==> config.mk <==
export PLATFORM = sky130hd
export DESIGN_NAME = afe_spi_arbiter
export DESIGN_NICKNAME = d
export VERILOG_FILES = /design/src/rtl/afe_spi_pkg.sv /design/src/rtl/afe_spi_shifter.sv /design/src/rtl/afe_spi_arbiter.sv
export SDC_FILE = /design/constraint.sdc
export NUM_CORES = 1
export LEC_CHECK = 0
export BUFFER_PORTS_ARGS = -buffer_cell sky130_fd_sc_hd__buf_2
export CAP_MARGIN = 25
export CORE_UTILIZATION = 50
export DETAILED_ROUTE_END_ITERATION = 10
export GPL_TIMING_DRIVEN = 0
export PLACE_DENSITY = 0.76
export SYNTH_ARGS = -nofsm -noshare
export SYNTH_HDL_FRONTEND = slang
export SYNTH_SLANG_ARGS = --single-unit
==> constraint.sdc <==
create_clock -name sysClk -period 3.2 [get_ports sysClk]
set_clock_uncertainty 0.15 [all_clocks]
set_input_delay 0.64 -clock sysClk [delete_from_list [all_inputs] [get_ports sysClk]]
set_output_delay 0.64 -clock sysClk [all_outputs]
set_load 0.05 [all_outputs]
==> src/rtl/afe_spi_pkg.sv <==
// Shared types and sizing helpers for the AFE SPI arbiter and its shift engine.
package afe_spi_pkg;

  // Sequencing of one SPI word: clock out all bits, settle, pulse LE, acknowledge.
  typedef enum logic [2:0] {
    IDLE,
    SHIFT_LO,
    SHIFT_HI,
    LE_SETUP,
    LE_PULSE,
    DONE
  } afe_state_e;

  // Width needed to hold values 0..n-1, never narrower than one bit.
  function automatic int cnt_w(input int n);
    return (n <= 1) ? 1 : $clog2(n);
  endfunction

  // Half-period counter runs 0..CLK_DIV-1.
  function automatic int half_cnt_w(input int clk_div);
    return cnt_w(clk_div);
  endfunction

  // Bit counter is sized to hold DATA_WIDTH itself.
  function automatic int bit_cnt_w(input int data_width);
    return cnt_w(data_width + 1);
  endfunction

  // LE counter is sized to hold LE_WIDTH itself.
  function automatic int le_cnt_w(input int le_width);
    return cnt_w(le_width + 1);
  endfunction

  // Requester index width.
  function automatic int idx_w(input int num_req);
    return cnt_w(num_req);
  endfunction

endpackage

==> src/rtl/afe_spi_shifter.sv <==
// Single-word SPI engine: loads a word, clocks it out MSB-first with H-cycle
// half-periods, waits one half-period, pulses LE and flags completion.
// The *_o signals other than idle_o are the values for the NEXT cycle; the
// top level registers them into the granted channel so every pin is a flop.
module afe_spi_shifter
  import afe_spi_pkg::*;
#(
  parameter int DATA_WIDTH = 24,
  parameter int CLK_DIV    = 16,
  parameter int LE_WIDTH   = 8
) (
  input  logic                  clk,
  input  logic                  rst_n,
  input  logic                  start_i,
  input  logic [DATA_WIDTH-1:0] data_i,
  output logic                  idle_o,
  output logic                  busy_o,
  output logic                  sclk_o,
  output logic                  sdi_o,
  output logic                  le_o,
  output logic                  done_o
);

  localparam int HW  = half_cnt_w(CLK_DIV);
  localparam int BW  = bit_cnt_w(DATA_WIDTH);
  localparam int LEW = le_cnt_w(LE_WIDTH);

  localparam logic [HW-1:0]  HALF_LAST = HW'(CLK_DIV - 1);
  localparam logic [BW-1:0]  BIT_LAST  = BW'(DATA_WIDTH - 1);
  localparam logic [LEW-1:0] LE_LAST   = LEW'(LE_WIDTH - 1);

  afe_state_e            state_q, state_d;
  logic [HW-1:0]         half_cnt_q, half_cnt_d;
  logic [BW-1:0]         bit_cnt_q, bit_cnt_d;
  logic [LEW-1:0]        le_cnt_q, le_cnt_d;
  logic [DATA_WIDTH-1:0] shreg_q, shreg_d;
  logic                  half_tc;

  assign half_tc = (half_cnt_q == HALF_LAST);

  // State, counters and shift register; everything clears on reset.
  always_ff @(posedge clk or negedge rst_n) begin
    if (!rst_n) begin
      state_q    <= IDLE;
      half_cnt_q <= '0;
      bit_cnt_q  <= '0;
      le_cnt_q   <= '0;
      shreg_q    <= '0;
    end else begin
      // NOTE: non-blocking so every flop samples the pre-edge values of the others.
      state_q    <= state_d;
      half_cnt_q <= half_cnt_d;
      bit_cnt_q  <= bit_cnt_d;
      le_cnt_q   <= le_cnt_d;
      shreg_q    <= shreg_d;
    end
  end

  // Next-state sequencing; counters reload to 0 at their terminal count.
  always_comb begin
    // NOTE: hold-current defaults first, so no path through this block infers a latch.
    state_d    = state_q;
    half_cnt_d = half_cnt_q;
    bit_cnt_d  = bit_cnt_q;
    le_cnt_d   = le_cnt_q;
    shreg_d    = shreg_q;

    unique case (state_q)
      IDLE: begin
        if (start_i) begin
          shreg_d    = data_i;
          half_cnt_d = '0;
          bit_cnt_d  = '0;
          le_cnt_d   = '0;
          state_d    = SHIFT_LO;
        end
      end

      SHIFT_LO: begin
        if (half_tc) begin
          half_cnt_d = '0;
          state_d    = SHIFT_HI;
        end else begin
          half_cnt_d = half_cnt_q + 1'b1;
        end
      end

      SHIFT_HI: begin
        if (half_tc) begin
          half_cnt_d = '0;
          shreg_d    = {shreg_q[DATA_WIDTH-2:0], 1'b0};
          if (bit_cnt_q == BIT_LAST) begin
            bit_cnt_d = '0;
            state_d   = LE_SETUP;
          end else begin
            bit_cnt_d = bit_cnt_q + 1'b1;
            state_d   = SHIFT_LO;
          end
        end else begin
          half_cnt_d = half_cnt_q + 1'b1;
        end
      end

      LE_SETUP: begin
        if (half_tc) begin
          half_cnt_d = '0;
          le_cnt_d   = '0;
          state_d    = LE_PULSE;
        end else begin
          half_cnt_d = half_cnt_q + 1'b1;
        end
      end

      LE_PULSE: begin
        if (le_cnt_q == LE_LAST) begin
          le_cnt_d = '0;
          state_d  = DONE;
        end else begin
          le_cnt_d = le_cnt_q + 1'b1;
        end
      end

      DONE: begin
        state_d = IDLE;
      end

      default: begin
        state_d = IDLE;
      end
    endcase
  end

  // Pin values for the cycle that follows the coming edge.
  // SDI carries the MSB through both clock phases so it is stable around the rise.
  assign idle_o = (state_q == IDLE);
  assign busy_o = (state_d != IDLE);
  assign sclk_o = (state_d == SHIFT_HI);
  assign sdi_o  = ((state_d == SHIFT_LO) || (state_d == SHIFT_HI)) && shreg_d[DATA_WIDTH-1];
  assign le_o   = (state_d == LE_PULSE);
  assign done_o = (state_d == DONE);

endmodule

==> src/rtl/afe_spi_arbiter.sv <==
// Round-robin share of one SPI shift engine between NUM_REQ AFE channels.
// The granted requester's word is clocked onto its own CLK/SDI/LE pins; all
// other channels are held at 0. Every output comes straight from a flop.
module afe_spi_arbiter
  import afe_spi_pkg::*;
#(
  parameter int NUM_REQ    = 2,
  parameter int DATA_WIDTH = 24,
  parameter int CLK_DIV    = 16,
  parameter int LE_WIDTH   = 8
) (
  input  logic                          sysClk,
  input  logic                          sysReset_n,
  input  logic [NUM_REQ-1:0]            req,
  input  logic [NUM_REQ*DATA_WIDTH-1:0] reqData,
  output logic [NUM_REQ-1:0]            ack,
  output logic                          busy,
  output logic [NUM_REQ-1:0]            AFE_SPI_CLK,
  output logic [NUM_REQ-1:0]            AFE_SPI_SDI,
  output logic [NUM_REQ-1:0]            AFE_SPI_LE
);

  localparam int IW = idx_w(NUM_REQ);

  logic [IW-1:0]         ptr_q, ptr_d;
  logic [IW-1:0]         grant_q, grant_d;
  logic [IW-1:0]         pick;
  logic                  found;
  logic [DATA_WIDTH-1:0] load_word;
  logic                  start;
  logic [NUM_REQ-1:0]    chan_sel;

  logic sh_idle, busy_nxt, sclk_nxt, sdi_nxt, le_nxt, done_nxt;

  logic [NUM_REQ-1:0] ack_q, spi_clk_q, spi_sdi_q, spi_le_q;
  logic               busy_q;

  // First asserted request at or after the pointer, wrapping at NUM_REQ.
  always_comb begin
    int idx;
    idx   = 0;
    pick  = ptr_q;
    found = 1'b0;
    for (int i = 0; i < NUM_REQ; i++) begin
      idx = int'(ptr_q) + i;
      if (idx >= NUM_REQ) idx = idx - NUM_REQ;
      if (!found && req[IW'(idx)]) begin
        found = 1'b1;
        pick  = IW'(idx);
      end
    end
  end

  assign load_word = DATA_WIDTH'(reqData >> (int'(pick) * DATA_WIDTH));
  assign start     = sh_idle && found;

  // Grant and pointer only move when the engine is free and someone is asking.
  always_comb begin
    grant_d = grant_q;
    ptr_d   = ptr_q;
    if (start) begin
      grant_d = pick;
      ptr_d   = (pick == IW'(NUM_REQ - 1)) ? '0 : pick + 1'b1;
    end
  end

  // Arbiter state.
  always_ff @(posedge sysClk or negedge sysReset_n) begin
    if (!sysReset_n) begin
      ptr_q   <= '0;
      grant_q <= '0;
    end else begin
      ptr_q   <= ptr_d;
      grant_q <= grant_d;
    end
  end

  afe_spi_shifter #(
    .DATA_WIDTH (DATA_WIDTH),
    .CLK_DIV    (CLK_DIV),
    .LE_WIDTH   (LE_WIDTH)
  ) u_shifter (
    .clk     (sysClk),
    .rst_n   (sysReset_n),
    .start_i (start),
    .data_i  (load_word),
    .idle_o  (sh_idle),
    .busy_o  (busy_nxt),
    .sclk_o  (sclk_nxt),
    .sdi_o   (sdi_nxt),
    .le_o    (le_nxt),
    .done_o  (done_nxt)
  );

  // One-hot of the channel owning the next cycle, so the demux uses the new grant.
  assign chan_sel = NUM_REQ'(1) << grant_d;

  // Per-channel output demux registers; reset drops every pin at once.
  always_ff @(posedge sysClk or negedge sysReset_n) begin
    if (!sysReset_n) begin
      ack_q     <= '0;
      busy_q    <= 1'b0;
      spi_clk_q <= '0;
      spi_sdi_q <= '0;
      spi_le_q  <= '0;
    end else begin
      ack_q     <= done_nxt ? chan_sel : '0;
      busy_q    <= busy_nxt;
      spi_clk_q <= sclk_nxt ? chan_sel : '0;
      spi_sdi_q <= sdi_nxt  ? chan_sel : '0;
      spi_le_q  <= le_nxt   ? chan_sel : '0;
    end
  end

  assign ack         = ack_q;
  assign busy        = busy_q;
  assign AFE_SPI_CLK = spi_clk_q;
  assign AFE_SPI_SDI = spi_sdi_q;
  assign AFE_SPI_LE  = spi_le_q;

endmodule

# Word-level counts from Yosys, hierarchy flattened
# Cells that the tools add are included.
[totals]
register_bits = 51
in_bits = 52
[classes]
addsub = 7
multipliers = 1
order_cmp = 4
n_eq_ne = 14
shifts = 2
n_mux = 36
reduce_logical = 14
[op_table]
columns = ["operator", "n"]
rows = [
  ["two-way mux 24 bit", 2],
  ["one-hot mux 24 bit (2 select lines)", 1],
  [">> shifter 48 x 6 -> 24 bit", 1],
  ["two-way mux 4 bit", 4],
  ["two-way mux 3 bit", 5],
  ["two-way mux 5 bit", 3],
  ["one-hot mux 3 bit (5 select lines)", 1],
  ["two-way mux 1 bit", 12],
  ["one-hot mux 4 bit (3 select lines)", 1],
  ["two-way mux 2 bit", 5],
  ["one-hot mux 5 bit (2 select lines)", 1],
  ["== test 3 x 2 -> 1 bit, second input constant", 3],
  ["== test 3 bit, second input constant", 3],
  ["adder 4 x 1 -> 4 bit, second input constant", 2],
  ["one-hot mux 4 bit (2 select lines)", 1],
  ["== test 3 x 1 -> 1 bit, second input constant", 2],
  ["< comparator 1 x 3 -> 1 bit, second input constant", 2],
  ["AND reduction 3 bit", 2],
  ["nonzero test 3 bit", 2],
  ["adder 5 x 1 -> 5 bit, second input constant", 1],
  ["== test 5 bit, second input constant", 1],
  ["== test 4 x 3 -> 1 bit, second input constant", 1],
  ["== test 4 bit, second input constant", 1],
  ["inequality test 2 x 1 -> 1 bit, second input constant", 2],
  ["15 further kinds", 19],
]

# Depth between registers and ports, before layout
[depth]
ltp_word = 16
ltp_mapped = 7

# Modules after synthesis
# Synthesis repeated with hierarchy kept, for this count alone.
[hier_totals]
hier_cells = 267
hier_area_um2 = 2668.8
[by_module_without_submodules]
columns = ["module", "instances", "cells_each", "area_each_um2"]
rows = [
  ["afe_spi_shifter", 1, 207, 1945.6],
  ["afe_spi_arbiter", 1, 60, 723.2],
]

# Worst setup path after synthesis
# No wires, ideal clock.
[synth_timing]
path_type = "flip-flop to flip-flop"
startpoint = "register u_shifter.half_cnt_q[0]"
endpoint = "register spi_sdi_q[0] (netlist: AFE_SPI_SDI[0])"
setup_time_ps = 147
arrival_time_ps = 1967
required_ps = 2903
path_slack_ps = 935
stages_incl_launch_ff = 8
synth_period_minus_slack_ps = 2265
path_cell_list = "dfrtp_1 ha_1 and3_2 clkbuf_1 a21oi_1 o311a_2 xor2_1 nor4b_2"
[synth_via]
elab_chain_cells = 7
word_cells_on_any_way = 12
classes_between = "3 x eq/ne; 7 x mux; 2 x reduce/logical"
[synth_rtl]
columns = ["item", "line", "source"]
rows = [
  ["start: declaration", "afe_spi_shifter.sv:33", "logic [HW-1:0] half_cnt_q, half_cnt_d;"],
  ["start signal: assignment", "afe_spi_shifter.sv:52", "half_cnt_q <= half_cnt_d;"],
  ["== test 4 bit *", "afe_spi_shifter.sv:39", "assign half_tc = (half_cnt_q == HALF_LAST);"],
  ["two-way mux 3 bit (on tied branches)", "afe_spi_shifter.sv:105, afe_spi_shifter.sv:80, afe_spi_shifter.sv:89", ""],
  ["one-hot mux 3 bit (5 select lines)", "afe_spi_shifter.sv:68", "unique case (state_q)"],
  ["== test 3 x 1 -> 1 bit or == test 3 x 2 -> 1 bit (tied branches)", "afe_spi_shifter.sv:138", "assign sdi_o = ((state_d == SHIFT_LO) || (state_d == SHIFT_HI)) && shreg_d[DATA_WIDTH-1];"],
  ["logical OR 1 bit", "afe_spi_shifter.sv:138", ""],
  ["logical AND 1 bit *", "afe_spi_shifter.sv:138", ""],
  ["two-way mux 2 bit *", "afe_spi_arbiter.sv:110", "spi_sdi_q <= sdi_nxt ? chan_sel : '0;"],
  ["end signal: assignment", "afe_spi_arbiter.sv:110", ""],
  ["end: declaration", "afe_spi_arbiter.sv:35", "logic [NUM_REQ-1:0] ack_q, spi_clk_q, spi_sdi_q, spi_le_q;"],
]
# Every way passes the cells marked *; elsewhere a longest branch is shown, timed or not. The select of a mux whose other input is x is not followed.
# A chain may end at the register's enable or synchronous reset.

# Worst setup path after layout
# Ends and elaborated chain as after synthesis.

==> results by group <==
Place
  • DPL Wire Length: approximately 3700 µm
  • GPL Wtd Cong: roughly 0.8
  • Pre-CTS setup slack: approximately 0.56 ns
  • Count of input and output buffers: between 50 and 60

Detailed routing
  • Routed vias/inst: 5.48
  • DRT antenna net count: 0
  • TritonRoute pass-1 iters: 4
  • Routed len/inst: between 10 and 15 µm
  • Via count: roughly 2000
  • Total Wirelength: roughly 5000 µm
  • Iter 0 DRT Violations: 151
  • DR DRC count: 0

Power
  • Peak VDD IR: ~330 µV
  • Power density cells: 397 mW/mm²
  • Static Leak: between 1 and 1.5 nW

Global route
  • GRT busiest layer: met2
  • Vias in the first global route: roughly 1900
  • Grt total ovfl: 0
  • GRT Overall Usage: roughly a fifth
  • Largest net degree at the start of global routing: 34
  • Initial antenna violation count: 0
  • Met2 global-route usage: 32.7%
  • Global Route met3 Usage: approximately 3.9%
  • First-pass GRT wire length: approximately 8600 µm
  • Met1 Usage GRT: a little under a third

Timing
  • Max-slew headroom: 48.8%
  • Fmax: approximately 370 MHz
  • WHS: ~0.12 ns
  • Least-Margin Pin Slew: between 0.7 and 0.8 ns
  • Fin crit share: a little over four fifths
  • RSZ-0062 raised after global routing: no
  • Crit path time final: 2.68 ns
  • Final worst-path setup slack: 0.523 ns
  • Final setup viols: 0
  • Max-slew violations: 0
  • Final hold violations: 0
  • Fin Setup TNS: 0 ns

Setup path
  • CP max stage delay: 0.64 ns
  • Worst EP required: 3.21 ns
  • CP Capture Type: flip-flop
  • CP cell instances: ha_1 -> and3_2 -> clkbuf_1 -> a21oi_1 -> o311a_2 -> xor2_1 -> nor4b_2
  • Worst Path Buf+Inv: 1
  • CP Max Fanout: 10
  • CP Launch Type: flip-flop
  • Critical path class: flip-flop to flip-flop
  • CP max-delay cell: a21oi_1
  • Critical path arrival: between 2 and 3 ns
  • Delay-heaviest family, CP: compound AO/OA/AOI/OAI gates

Min path
  • Hold Path Class: input pin to asynchronous set/reset pin

Floorplan
  • Die Height: 72.2 µm
  • Initial core utilization: 52.2%
  • Width of the die: between 70 and 80 µm
  • Core area: between 0.004 and 0.005 mm²
  • Die area: ~0.0052 mm²
  • Io pins: between 60 and 70
  • Core Rows: 25

Synthesis
  • Mapped Cells: between 200 and 250
  • Top cells by area, synth: dfrtp_1 (52%), mux2i_1 (11%), a221o_1 (8.9%), nor2_1 (6.1%), o21ai_0 (2.6%)
  • Synthesized area: around 0.0025 mm²
  • Yosys warns: 0
  • Synth top area share: between 50% and 60%
  • Yosys reg bits: slightly above 50
  • Seq/Total Area, Yosys: 51.8%
  • Leading area contributor after synthesis: dfrtp_1
  • Syn_nets: around 290
  • Syn avg cell area: 10.7 µm²
  • Yosys cell types: 39

CTS
  • Worst skew pair latency: ~0.3 ns
  • Sink Count: 51
  • H-tree levels: 2
  • CTS tree: done
  • PostCTS Resize Cnt: 0
  • CTS Buf Count: 5
  • CTS root buffer: clkbuf_8
  • Hold_buf cts: 0
  • Post-CTS Setup Inserts: 0
  • CTS Buffer Depth: 2
  • Reg clk slew, reported paths: 0.09 ns

Flow run
  • Max-Cap Viols: 0

Layout
  • Final Util: 63.2%
  • Layout cells sized above 1: about a quarter
  • Antenna Cells: 0
  • P&R area growth vs syn: 21.0%
  • Nets@finish: ~350

Outcome
  • Outcome: completed
[cells in the final DEF, fill, tap and decap left out, drive strengths merged, types with 2 or more instances in the layout]
| cell | count |
|---|---|
| buf | 64 |
| dfrtp | 51 |
| nor2 | 40 |
| mux2i | 26 |
| a221o | 22 |
| clkbuf | 16 |
| nand2 | 14 |
| o21ai | 13 |
| a21oi | 5 |
| nand3 | 5 |
| nand4 | 4 |
| inv | 3 |
| o31ai | 3 |
| ha | 3 |
| nor3 | 2 |
| nor4b | 2 |
| xor2 | 2 |
| a21o | 2 |
| and3 | 2 |
[area by class of cell]
class / count / area (µm²)
buffer: 14 / 62.6
timing repair buffer: 60 / 315
clock buffer: 6 / 82.6
tap: 67 / 83.8
multi-input combinational: 162 / 1120
inverter: 3 / 11.3
fill: 389 / 1740
clock inverter: 2 / 35.0
sequential: 51 / 1280
[flip-flops by register name (all words and copies together), names as in the netlist, 2 cells and up]
name,cells
u_shifter.shreg_q,24
u_shifter.le_cnt_q,4
u_shifter.bit_cnt_q,5
AFE_SPI_CLK,2
AFE_SPI_SDI,2
u_shifter.state_q,3
ack,2
AFE_SPI_LE,2
u_shifter.half_cnt_q,4
[cells in the mapped netlist]
cell type  number
mux2_2          1
mux2i_1        26
nor3b_1         1
nand4b_1        1
inv_1           3
or2_2           1
dfrtp_1        51
o211a_1         1
a32o_1          1
nand3b_1        1
ha_1            3
a22o_1          1
o31ai_1         3
buf_6           1
o41ai_1         1
o21ai_0        13
and3_1          1
a221o_1        22
nand3_1         5
nor4b_2         2
and2b_2         1
nand2_1        14
buf_2           2
clkbuf_1       10
nand4_1         4
a21o_1          2
o311a_2         1
nor3_1          2
and3_2          1
o2111ai_1       1
xor2_1          2
o22ai_1         1
nor2b_1         1
a31oi_1         1
nor2_1         40
or3_4           1
buf_1           1
a21oi_1         5
or3b_1          1
[worst reg2reg max path, delay by kind of cell, from the launching register on]
family	cells	cell delay (ns)
xor+xnor	1	0.23
compound gates	2	1.00
simple gates	2	0.26
flops	1	0.43
buf+inv	1	0.19
fa+ha+maj	1	0.27
[logic make-up (layout without fill, tap and decap cells)]
family | count (synthesis) | count (layout) | share of synthesized area [%]
AOI/OAI and AO/OA | 53 | 53 | 16.9
xor gates and xnor gates | 2 | 2 | 0.710
adders and majority gates | 3 | 3 | 1.52
buffers and inverters | 17 | 85 | 2.99
DFF | 51 | 51 | 51.8
muxes | 27 | 27 | 11.0
and+or+nand+nor | 77 | 77 | 15.1
[through the flow]
| stage | cell area [µm²] | power, W | cells |
|---|---|---|---|
| floorplan | 2470 | 0.000686 | 230 |
| global placement | 2850 | 0.000732 | 356 |
| detailed placement | 2870 | 0.000736 | 357 |
| CTS | 2980 | 0.00119 | 365 |
| global route | 2980 | 0.00123 | 365 |
| finish | 2980 | 0.00118 | 365 |
[layer usage]
metal	wire length, µm	share of wire, %	vias up
li1	-	-	982
met1	2410	47	970
met2	2450	48	42
met3	171	3.4	5
met4	61	1.2	0
met5	0	0	-
[path summary, 6_finish.rpt]
path | slack, ns | endpoint | cells past startpoint | start
min in group sysClk | 0.35 | u_shifter.bit_cnt_q[4] | 1 | u_shifter.bit_cnt_q[4]
min | 0.12 | u_shifter.le_cnt_q[3] | 1 | sysReset_n
max reg2reg | 0.52 | AFE_SPI_SDI[0] | 7 | u_shifter.half_cnt_q[0]
max in group asynchronous | 2.28 | u_shifter.shreg_q[15] | 2 | sysReset_n
max | 0.52 | AFE_SPI_SDI[0] | 7 | u_shifter.half_cnt_q[0]
min reg2reg | 0.35 | u_shifter.bit_cnt_q[4] | 1 | u_shifter.bit_cnt_q[4]
[power breakdown]
group | switching (W) | internal [W] | total [W] | leakage [nW]
Sequential | 0.000000127 | 0.000644 | 0.000645 | 0.649
Combinational | 0.0000365 | 0.0000402 | 0.0000766 | 0.787
Clock | 0.000209 | 0.000253 | 0.000462 | 0.0612
No activity file was read; power rests on OpenSTA's default activity.
